## config.mk

```make
export PLATFORM = sky130hd
export DESIGN_NAME = crc16_engine
export DESIGN_NICKNAME = d
export VERILOG_FILES = /design/src/rtl/crc16_engine.sv
export SDC_FILE = /design/constraint.sdc
export NUM_CORES = 1
export LEC_CHECK = 0
export ABC_AREA = 1
export BUFFER_PORTS_ARGS = -buffer_cell sky130_fd_sc_hd__clkbuf_2
export CAP_MARGIN = 5
export CORE_MARGIN = 2
export CORE_UTILIZATION = 52
export CTS_CLUSTER_SIZE = 14
export DETAILED_ROUTE_END_ITERATION = 16
export PLACE_DENSITY = 0.95
export SETUP_SLACK_MARGIN = 0.5
export SLEW_MARGIN = 20
export SYNTH_ARGS = -nofsm -noshare
export SYNTH_HDL_FRONTEND = slang
export SYNTH_SLANG_ARGS = --single-unit
export TNS_END_PERCENT = 100
```

## constraint.sdc

```tcl
create_clock -name clk -period 2.4 [get_ports clk]
set_input_delay 0.6 -clock clk [delete_from_list [all_inputs] [get_ports clk]]
set_output_delay 0.6 -clock clk [all_outputs]
set_load 0.005 [all_outputs]
```

## src/rtl/crc16_engine.sv

```systemverilog
// crc16_engine
//   Shared CRC-16/CCITT-FALSE engine (poly 0x1021, init 0xFFFF, MSB-first,
//   no reflection, no final XOR) arbitrated between the seal register and
//   the CPU CRC peripheral slot. The seal side owns the engine while
//   seal_lock is high. Otherwise only CPU strobes are honoured.
//
//   Default build: each byte is shifted in bit-serially over 8 SHIFT cycles.
//   Optional macro CRC16_FAST_EN: each byte is folded in one cycle with an
//   unrolled network. crc_value results are identical in both builds.
//
// Ports
//   clk, rst            clock, synchronous active-high reset
//   seal_lock           seal FSM owns the engine
//   seal_init/feed/byte seal strobes (init to INIT, fold seal_byte)
//   cpu_data_wr/in      CPU write of a byte to CRC_DATA
//   cpu_ctrl_wr/in      CPU write to CRC_CTRL, {clr_dropped, crc_reset}
//   crc_busy            engine busy (includes the accept cycle combinationally)
//   crc_value           running 16-bit remainder
//   cpu_status          {13'b0, dropped, busy, 1'b0, crc_value}
module crc16_engine #(
  parameter logic [15:0] POLY = 16'h1021,
  parameter logic [15:0] INIT = 16'hFFFF
) (
  input  logic        clk,
  input  logic        rst,
  input  logic        seal_lock,
  input  logic        seal_init,
  input  logic        seal_feed,
  input  logic [7:0]  seal_byte,
  input  logic        cpu_data_wr,
  input  logic [7:0]  cpu_data_in,
  input  logic        cpu_ctrl_wr,
  input  logic [1:0]  cpu_ctrl_in,
  output logic        crc_busy,
  output logic [15:0] crc_value,
  output logic [31:0] cpu_status
);

  // One MSB-first step of the polynomial division.
  function automatic logic [15:0] crc_step(input logic [15:0] c, input logic b);
    logic fb;
    fb = c[15] ^ b;
    return {c[14:0], 1'b0} ^ (fb ? POLY : 16'h0000);
  endfunction

  logic       init_req;
  logic       feed_req;
  logic [7:0] feed_byte;
  logic       cpu_violation;
  logic       drop_set;
  logic       drop_clr;
  logic       accept;
  logic       dropped;
  logic [15:0] crc;
  logic [15:0] crc_next;

  // Source select. While the seal side holds its lock, every CPU data write
  // or CRC reset is refused and recorded as a violation.
  always_comb begin
    init_req      = 1'b0;
    feed_req      = 1'b0;
    feed_byte     = 8'h00;
    cpu_violation = 1'b0;
    if (seal_lock) begin
      init_req      = seal_init;
      feed_req      = seal_feed;
      feed_byte     = seal_byte;
      cpu_violation = cpu_data_wr | (cpu_ctrl_wr & cpu_ctrl_in[0]);
    end else begin
      init_req  = cpu_ctrl_wr & cpu_ctrl_in[0];
      feed_req  = cpu_data_wr;
      feed_byte = cpu_data_in;
    end
  end

  // Clearing the sticky flag is not an engine access, so it is honoured
  // regardless of who owns the engine.
  assign drop_clr = cpu_ctrl_wr & cpu_ctrl_in[1];

`ifdef CRC16_FAST_EN

  // Whole byte folded in one cycle: eight chained division steps.
  function automatic logic [15:0] crc_fold_byte(input logic [15:0] c, input logic [7:0] d);
    logic [15:0] r;
    r = c;
    for (int i = 7; i >= 0; i--) begin
      r = crc_step(r, d[i]);
    end
    return r;
  endfunction

  // The engine is never busy across cycles, so every feed is accepted and
  // the only way the CPU can lose a write is by colliding with the lock.
  assign accept   = feed_req;
  assign drop_set = cpu_violation;
  assign crc_busy = accept;

  // Init and feed together fold the byte into INIT rather than the old value.
  always_comb begin
    crc_next = init_req ? INIT : crc;
    if (accept) begin
      crc_next = crc_fold_byte(crc_next, feed_byte);
    end
  end

  always_ff @(posedge clk) begin
    if (rst) begin
      crc <= INIT;
    end else begin
      crc <= crc_next;
    end
  end

`else

  typedef enum logic {IDLE, SHIFT} state_t;

  state_t      state;
  state_t      state_next;
  logic [3:0]  bit_cnt;
  logic [3:0]  bit_cnt_next;
  logic [7:0]  shift_byte;
  logic [7:0]  shift_byte_next;

  // A feed is only taken while idle. The accept cycle already reports busy
  // so a client that registered its pulse sees busy on the following cycle.
  assign accept   = feed_req & (state == IDLE);
  assign crc_busy = (state == SHIFT) | accept;

  // CPU bytes arriving mid-shift are lost and flagged; seal bytes arriving
  // mid-shift are a seal protocol error and are silently ignored.
  assign drop_set = cpu_violation | (~seal_lock & cpu_data_wr & (state == SHIFT));

  // State register: bit_cnt runs 1..8 in SHIFT and rests at 0 in IDLE.
  always_ff @(posedge clk) begin
    if (rst) begin
      state      <= IDLE;
      bit_cnt    <= 4'd0;
      crc        <= INIT;
      shift_byte <= 8'h00;
    end else begin
      state      <= state_next;
      bit_cnt    <= bit_cnt_next;
      crc        <= crc_next;
      shift_byte <= shift_byte_next;
    end
  end

  // Next-state logic. The accept cycle only latches the byte (and INIT when
  // requested); the eight division steps happen in the SHIFT cycles, so the
  // result is settled when busy drops. Init in SHIFT abandons the byte.
  always_comb begin
    state_next      = state;
    bit_cnt_next    = bit_cnt;
    crc_next        = crc;
    shift_byte_next = shift_byte;
    case (state)
      IDLE: begin
        if (init_req) begin
          crc_next = INIT;
        end
        if (accept) begin
          shift_byte_next = feed_byte;
          bit_cnt_next    = 4'd1;
          state_next      = SHIFT;
        end
      end
      SHIFT: begin
        if (init_req) begin
          crc_next     = INIT;
          bit_cnt_next = 4'd0;
          state_next   = IDLE;
        end else begin
          crc_next        = crc_step(crc, shift_byte[7]);
          shift_byte_next = {shift_byte[6:0], 1'b0};
          if (bit_cnt == 4'd8) begin
            bit_cnt_next = 4'd0;
            state_next   = IDLE;
          end else begin
            bit_cnt_next = bit_cnt + 4'd1;
          end
        end
      end
    endcase
  end

`endif

  // Sticky collision flag; a simultaneous set and clear leaves it set.
  always_ff @(posedge clk) begin
    if (rst) begin
      dropped <= 1'b0;
    end else if (drop_set) begin
      dropped <= 1'b1;
    end else if (drop_clr) begin
      dropped <= 1'b0;
    end
  end

  assign crc_value  = crc;
  assign cpu_status = {13'b0, dropped, crc_busy, 1'b0, crc};

endmodule

```

# Word-level counts from Yosys, hierarchy flattened
# Index checks and enable logic that the tools add are counted.
[word_totals]
wordCells = 45
in_bits = 25
out_inout_bits = 49
mem_count = 0
ramBits = 0
latch_bits = 0
mem_bits_ro = 0
reg_bits = 30
[classes]
shift = 0
reduce_logical = 2
n_eq_ne = 4
add_sub_neg = 1
div_mod_pow = 0
order_cmp = 0
muxes = 21
bitwise_logic = 12
n_mul = 0
[op_table]
columns = ["cell", "n"]
rows = [
  ["$mux 16", 2],
  ["$pmux 16 s2", 1],
  ["$mux 8", 3],
  ["$pmux 8 s2", 1],
  ["$xor 16x13->16", 1],
  ["$mux 13", 1],
  ["$mux 4", 3],
  ["$mux 1", 8],
  ["$pmux 4 s2", 1],
  ["$ne 2x2->1 const B", 3],
  ["$and 1x1->1", 5],
  ["$add 4x1->4 const B", 1],
  ["$eq 4x4->1 const B", 1],
  ["$or 1x1->1", 3],
  ["$not 1->1", 2],
  ["$pmux 1 s2", 1],
  ["$reduce_and 2->1", 1],
  ["$reduce_bool 2->1", 1],
  ["$xor 1x1->1", 1],
]

# Longest topological paths before layout
# Gate-level depths: netlist of the first run.
[depth]
depth_word = 5
depth_mapped = 9
depth_no_buf = 8

# Least setup slack after synthesis of the first run
# Ideal clock, no wire load.
[synth_timing]
path_type = "input to output"
from = "in seal_lock"
to = "out cpu_status[17]"
arrival_time_ps = 1094
required_ps = 1800
path_buffers = 2
path_stages = 4
path_slack_ps = 706
path_cell_list = "buf_4 nand2_2 nand3_4 buf_4"
[synth_via]
elab_chain_len = 3
[synth_rtl]
columns = ["item", "line", "rtl"]
rows = [
  ["start: declaration", "26", "input logic seal_lock,"],
  ["$mux 1", "64", "if (seal_lock) begin"],
  ["$and 1x1->1", "127", "assign accept = feed_req & (state == IDLE);"],
  ["$or 1x1->1", "128", "assign crc_busy = (state == SHIFT) | accept;"],
  ["end: declaration", "36", "output logic [31:0] cpu_status"],
]
# Every way passes these cells.

# Worst setup path after layout of the first run
# Same ends and word-level chain as after synthesis.

==> metrics.txt, run 1 <==
outcome completed; XOR/XNOR Fraction of Synth Area 0%; clk_lat worst skew 0.33 ns; most numerous cell in the Yosys netlist nand2_1; Critical Path RT 1.80 ns; placed insts 343; RSZ-0062 raised after global routing false; Post-CTS Setup Bufs 0; WL per Instance 10.8 um; Synth cell types 23; Yosys warnings 0; initial antenna violation count 0; number of buffers created by CTS 5; multi-input combinational cell area 853 sq um; Yosys top cell by area dfxtp_1; worst r2r src state; Vias/cell 4.74; Initial Utilization 54.7%; worst slew pin tran 0.698 ns; largest family of logic cells by synthesized area simple AND/OR/NAND/NOR gates; Setup crit end kind output port; Final setup viols 0; final hold viol count 0; Max clock buf depth 2; R2R depth 6; first-pass GRT wire length 6270 um; dpl ws 0.452 ns; mux contribution to synthesized area 0%; worst min path class reg2reg; r2r endpoint crc_value[5]; fin cells 350; asr flop ratio synth 0%; Max-cap violations 0; TritonCTS Sinks 30; largest net degree at the start of global routing 25; final hold slack 0.510 ns; Buffers on Ports 59; CTS tree built; pwr dens 581 nW/um^2; Post-Synth Simple-Gate Area 32.8%; Seq/Total Area, Yosys 32.7%; Routed WL 3790 um; R2R Setup Slk 0.97 ns; Setup crit start kind input port; # rows 21; Nets 331; Rel. slew slack 53.4%; Chip Width 63.5 um; IO Pins 74; Routed Antenna Nets 0; core area 3360 sq um; total die area 4030 sq um; average size of a mapped cell 6.94 sq um; Diodes inserted 0; Hold Path End shift_byte[0]; crit share post-route 76.4%; RePlAce Congestion 0.902; fraction of post-synthesis cell area in the top cell type by area 32.7%; DRT iter0 DRCs 121; placed wire-length estimate 2730 um; Crit path arrival time 1.23 ns; Sum Neg Setup Slack 0 ns; compound-cell area share of the yosys netlist 9.39%; hold depth 2; drc violations 0; fillers 308; Worst-path clk slew 0.10 ns; All-Layer GR Usage 19.3%; number of synthesized register bits 30; Max Clock Skew 0.00805 ns; Worst Hold Launch shift_byte[0]; ys flop type dfxtp_1; post-route worst setup slack 0.567 ns; Seq. cell area 601 sq um; Synth Area in Adders 1.36%; P&R area growth vs syn 9.67%; vias 1658; Post-synth top cells 57 x nand2_1, 36 x nor2_1, 33 x buf_4; Tmin final 1.83 ns; Post-synth EDFFs 0; achievable frequency 0.546 GHz; Power Total 1170 uW; share of cells above drive strength 1 26.3%; root buf cell clkbuf_4; synthesized instance count 265; die height 63.5 um; CP Class in2out; Leakage 0.00106 uW; synthesized area 1840 sq um; Congestion Overflow GR 0; Synth area leaders dfxtp_1 33%, buf_4 13%, nand2_1 12%; Pins Over Slew Limit 0; crit-path max FO 12; H-tree levels 2; vias in the first global route 1480; maximum vdd ir drop 274 uV; 1st-pass router iterations 4
critical path, cell delays in order:
cell,delay [ns]
clkbuf_4,0.21
inv_6,0.07
nand2_2,0.11
nand3_4,0.11
clkbuf_2,0.13
routing by layer:
| layer | global-route usage [%] | wire, um |
|---|---|---|
| met1 | 22.1 | 1600 |
| met2 | 34.6 | 1920 |
| met3 | 3.93 | 197 |
| met4 | 8.15 | 72 |
| met5 | 0 | 0 |
metrics by stage:
step | utilization [%] | area, sq um
final | 59.9 | 2020
after global placement | 57.3 | 1930
after detailed placement | 57.3 | 1930
after floorplan | - | 1890
after global routing | 59.9 | 2020
after CTS | 59.9 | 2010
how the worst max path moves through the flow:
| stage | end | slack, ns | cells past startpoint | startpoint |
|---|---|---|---|---|
| after global routing | crc_busy | 0.52 | 5 | seal_lock |
| final | cpu_status[17] | 0.57 | 5 | seal_lock |
| after detailed placement | cpu_status[17] | 0.45 | 5 | seal_lock |
| after global placement | cpu_status[17] | 0.48 | 5 | seal_lock |
| after floorplan | cpu_status[17] | 0.71 | 4 | seal_lock |
| after CTS | cpu_status[17] | 0.55 | 5 | seal_lock |
power breakdown:
group          leakage (uW)  internal (uW)  switching, uW  total (uW)
combinational      0.000766           78.9            137         216
clock             0.0000443            242            177         419
sequential         0.000245            521           15.6         537
total               0.00106            842            330        1170
sequential cells by signal, indices dropped and copies added (netlist names):
register / flops
dropped: 1
bit_cnt: 4
crc_value: 16
shift_byte: 8
state: 1
area by class of cell:
class | instances | share of cell area [%]
well taps | 46 | 2.86
repair buffers | 60 | 15.1
multi-input cells | 177 | 42.3
clock buffers | 6 | 2.55
flip-flops and latches | 30 | 29.8
inverters | 30 | 5.83
clock inverters | 1 | 1.49
cells in the final DEF (no fill, tap or decap), drive strengths merged:
cell    synthesis  routed
a21oi           6       6
a31oi           1       1
buf            39       1
bufinv          0       1
clkbuf          2      65
conb            1      14
dfxtp          30      30
ha              2       2
inv            30      30
nand2          67      67
nand3          25      25
nand4           1       1
nor2           36      36
o21ai          25      25
timing repair:
| item | in CTS | in global routing |
|---|---|---|
| gates resized for setup | 2 | 1 |
| setup endpoints to repair | 2 | 1 |
| hold buffers | 0 | 0 |
| hold endpoints to repair | 0 | 0 |
logic make-up after synthesis:
kind of cell | Yosys count
simple gates | 129
buf+inv | 71
compound gates | 32
flops | 30
fa+ha+maj | 2
other cells | 1
(Power assumes the default switching activity.)
==> run 2: changes to the inputs <==
- ABC_AREA: 1 -> 0
- CORE_UTILIZATION: 52 -> 43
- PLACE_DENSITY: 0.95 -> 0.87
- clock period: 2.4 -> 1.67 ns (I/O delays scaled with it)
==> metrics.txt, run 2 <==
Diodes inserted 0; Buffers on Ports 59; Nets 309; final hold viol count 0; Post-synth EDFFs 0; Synth area leaders dfxtp_1 34%, buf_4 14%, nor3_1 8.2%; vias 1757; Tmin final 1.51 ns; Max Clock Skew 0.00411 ns; fraction of post-synthesis cell area in the top cell type by area 34.1%; Chip Width 68.0 um; core area 3970 sq um; All-Layer GR Usage 21.6%; Max-cap violations 0; mux contribution to synthesized area 9.65%; share of cells above drive strength 1 64.1%; Final Core Density 73.1%; total die area 4630 sq um; most numerous cell in the Yosys netlist buf_4; Yosys top cell by area dfxtp_1; asr flop ratio synth 0%; Routed WL 5060 um; number of synthesized register bits 30; commonest non-fill, non-tap cell in the layout clkbuf_2; synthesized area 1760 sq um; R2R depth 5; root buf cell clkbuf_8; CP Cell Sequence clkbuf_16 > mux2_4 > nor2_4 > inv_2 > clkbuf_2; Synth Area in Adders 1.42%; P&R area growth vs syn 64.7%; Max clock buf depth 2; outcome completed; vias in the first global route 1604; synthesized instance count 207; Setup crit start kind input port; IO Pins 74; XOR/XNOR Fraction of Synth Area 1.49%; TritonCTS Sinks 30; initial antenna violation count 0; DRT iter0 DRCs 80; Worst Path Buf+Inv 3; average size of a mapped cell 8.52 sq um; hold depth 3; Yosys warnings 0; Final Instance Area 2900 sq um; clk_lat worst skew 0.29 ns; Pins Over Slew Limit 0; Critical Path RT 1.25 ns; H-tree levels 2; Crit path arrival time 1.09 ns; die height 68.0 um; placed wire-length estimate 2560 um; Routed Antenna Nets 0; CP Class in2out; crit-path max FO 2; # rows 23; RSZ-0062 raised after global routing true; Worst path depth 5; fillers 281; worst min path class in2reg; first-pass GRT wire length 7380 um; Largest register FFs 16; Seq/Total Area, Yosys 34.1%; largest family of logic cells by synthesized area buffers and inverters; Post-synth top cells 33 x buf_4, 30 x dfxtp_1, 29 x nor3_1; crit share post-route 90.3%; Initial Utilization 44.4%; 1st-pass router iterations 4; drc violations 0; CTS tree built; worst r2r src state; slowest CP cell mux2_4; Final setup viols 0; number of buffers created by CTS 5; RePlAce Congestion 0.727; largest net degree at the start of global routing 33; Setup crit end kind output port; # hold bufs at CTS 0; maximum vdd ir drop 381 uV; Post-Synth Simple-Gate Area 19.1%; ys flop type dfxtp_1; Seq. cell area 648 sq um; Max stage delay on crit path 0.31 ns; Power Total 1840 uW; placement-stage cell area 2140 sq um; multi-input combinational cell area 1120 sq um; WL per Instance 15.3 um; pwr dens 632 nW/um^2; compound-cell area share of the yosys netlist 14.5%; Worst Hold Launch cpu_ctrl_in[0]; Synth cell types 39; Vias/cell 5.31; Congestion Overflow GR 0; Worst-path clk slew 0.06 ns; achievable frequency 0.663 GHz; delay-heaviest family, CP multiplexers; Critical Path Source seal_lock; Leakage 0.00114 uW; most frequent cells in the layout 34 x clkbuf_2, 30 x buf_4, 28 x buf_6, 27 x nor3_2
-- run 2: tightest hold or removal path, delay by kind of cell --
kind	cells	cell delay, ns
compound gates	1	0.08
simple gates	1	0.06
buf+inv	1	0.09
-- run 2: final cells by class --
cell class | instances | share of cell area, %
multi-input cells | 137 | 38.6
repair buffers | 103 | 33.4
flip-flops and latches | 30 | 22.3
clock buffers | 6 | 2.84
well taps | 50 | 2.16
inverters | 5 | 0.647
-- run 2: final timing paths --
kind	end	slack, ns
max reg2reg	crc_value[0]	0.33
min	dropped	0.42
max	cpu_status[17]	0.16
min reg2reg	shift_byte[4]	0.46
-- run 2: cells by family after synthesis --
family                   after synthesis
flip-flops                            30
other                                  1
buffers and inverters                 53
adder cells (fa/ha/maj)                2
multiplexers                          16
XOR/XNOR                               3
AO/OA/AOI/OAI                         39
AND/OR/NAND/NOR                       63
-- run 2: through the flow --
| step | hold slack [ns] | instances | TNS [ns] | setup slack (ns) |
|---|---|---|---|---|
| global route | 0.465 | 331 | 0 | 0.136 |
| global placement | 0.441 | 291 | 0 | 0.0368 |
| finish | 0.423 | 331 | 0 | 0.161 |
| CTS | 0.421 | 327 | 0 | 0.156 |
| detailed placement | 0.455 | 291 | -0.0176 | -0.0105 |
| floorplan | 0.433 | 220 | 0 | 0.141 |
-- run 2: timing repair --
item,4_1_cts,5_1_grt
buffers inserted,26,4
gates cloned,4,0
gates resized for setup,42,41
pin swaps,9,5
endpoints found under the setup margin,56,61
-- run 2: per-layer routing --
metal	vias up	GRT usage, %	part of all wire, %
li1	830	-	-
met1	848	24.4	39
met2	65	36.5	54
met3	14	6.25	5.1
met4	0	11.3	2.4
met5	-	0	0
-- run 2: power breakdown --
group,switching [uW],internal (uW)
sequential,27.1,742
combinational,221,253
clock,275,317
==> run 3: changes to the inputs <==
==> constraint.sdc (replaced) <==
create_clock -name clk -period 1.67 [get_ports clk]
set_input_delay 0.2505 -clock clk [delete_from_list [all_inputs] [get_ports clk]]
set_output_delay 0.2505 -clock clk [all_outputs]
set_load 0.005 [all_outputs]
==> metrics.txt, run 3 (synthesized netlist as in run 2, its figures left out) <==
outcome completed; H-tree levels 2; Max-cap violations 0; clk_lat worst skew 0.28 ns; post-route worst setup slack 0.413 ns; P&R area growth vs syn 23.9%; Final Instance Area 2180 sq um; # hold bufs at CTS 0; share of cells above drive strength 1 42.9%; Chip Width 68.0 um; Vias/cell 5.30; Crit path arrival time 1.46 ns; 1st-pass router iterations 4; RSZ-0062 raised after global routing true; R2R depth 3; Max stage delay on crit path 0.47 ns; worst slew pin tran 0.536 ns; Rel. slew slack 64.2%; Critical Path RT 1.88 ns; Max clock buf depth 2; Tmin final 1.26 ns; Worst-path clk slew 0.06 ns; crit share post-route 75.3%; largest net degree at the start of global routing 31; RePlAce Congestion 0.796; Routed Antenna Nets 0; core area 3970 sq um; Largest register FFs 16; vias in the first global route 1371; WL per Instance 13.9 um; Setup crit end kind flip-flop; placed wire-length estimate 2600 um; vias 1600; first-pass GRT wire length 6130 um; die height 68.0 um; achievable frequency 0.795 GHz; worst min path class in2reg; CP Cell Sequence a21bo_4 > or4_1 > o211ai_1; Final setup viols 0; R2R Setup Slk 0.41 ns; DRT iter0 DRCs 80; root buf cell clkbuf_8; worst r2r src state; initial antenna violation count 0; final hold viol count 0; commonest non-fill, non-tap cell in the layout clkbuf_2; Buffers on Ports 59; Max Clock Skew 0.00924 ns; dpl ws 0.128 ns; hold depth 3; drc violations 0; # rows 23; most frequent cells in the layout 58 x clkbuf_2, 27 x dfxtp_1, 19 x nor3_1, 15 x o21ai_0, 14 x conb_1; total die area 4630 sq um; Initial Utilization 44.4%; final hold slack 0.251 ns; slowest CP cell or4_1; r2r endpoint bit_cnt[2]; Pins Over Slew Limit 0; Diodes inserted 0; number of buffers created by CTS 5; Sum Neg Setup Slack 0 ns; Setup crit start kind flip-flop; maximum vdd ir drop 495 uV; CTS tree built; Critical Path Source state; CP Class reg2reg; All-Layer GR Usage 17.7%; TritonCTS Sinks 30; Leakage 0.000898 uW; IO Pins 74; placement-stage cell area 1900 sq um; crit-path max FO 6; Routed WL 4190 um; Nets 278; Congestion Overflow GR 0; pwr dens 795 nW/um^2; crit path to bit_cnt[2]
-- run 3: cell type report --
cell class | count | area, sq um
clock buffer | 6 | 82.6
clock inverter | 2 | 12.5
multi-input combinational | 140 | 998
tap | 50 | 62.6
timing repair buffer | 69 | 400
sequential | 30 | 609
inverter | 5 | 18.8
fill | 355 | 1790
-- run 3: layer usage --
| layer | track usage [%] | part of all wire, % | vias up | routed length [um] |
|---|---|---|---|---|
| li1 | - | - | 777 | - |
| met1 | 21.7 | 41 | 749 | 1710 |
| met2 | 28.6 | 51 | 65 | 2140 |
| met3 | 5.43 | 6.3 | 9 | 262 |
| met4 | 7.50 | 1.7 | 0 | 72 |
| met5 | 0 | 0 | - | 0 |
-- run 3: timing repair --
action	CTS	global route
setup buffers	5	1
gates cloned	2	1
hold endpoints to repair	0	0
pin swaps	3	1
endpoints found under the setup margin	29	31
gates resized for setup	12	17
-- run 3: how the worst min path moves through the flow --
stage	from	slack, ns	endpoint
4_1_cts	cpu_ctrl_in[0]	0.25	dropped
3_3_place_gp	shift_byte[6]	0.44	shift_byte[6]
5_1_grt	cpu_ctrl_in[0]	0.28	dropped
3_5_place_dp	shift_byte[3]	0.45	shift_byte[3]
2_1_floorplan	cpu_ctrl_in[0]	0.42	dropped
6_report	cpu_ctrl_in[0]	0.25	dropped
-- run 3: critical path: cells and delay by family, from the launching register on --
kind             cells  cell delay (ns)
AND/OR/NAND/NOR      1             0.47
flip-flops           1             0.38
AO/OA/AOI/OAI        2             0.34
-- run 3: report_power, final --
part           switching [uW]  internal, uW
Sequential               28.3           755
Combinational             182           167
Clock                     274           331
Total                     484          1250
-- run 3: through the flow --
stage | util (%) | cells | power [uW]
6_report | 55.0 | 302 | 1740
5_1_grt | 55.0 | 302 | 1830
4_1_cts | 52.7 | 300 | 1710
3_5_place_dp | 47.8 | 285 | 1070
3_3_place_gp | 47.8 | 285 | 1060
2_1_floorplan | - | 220 | 1040
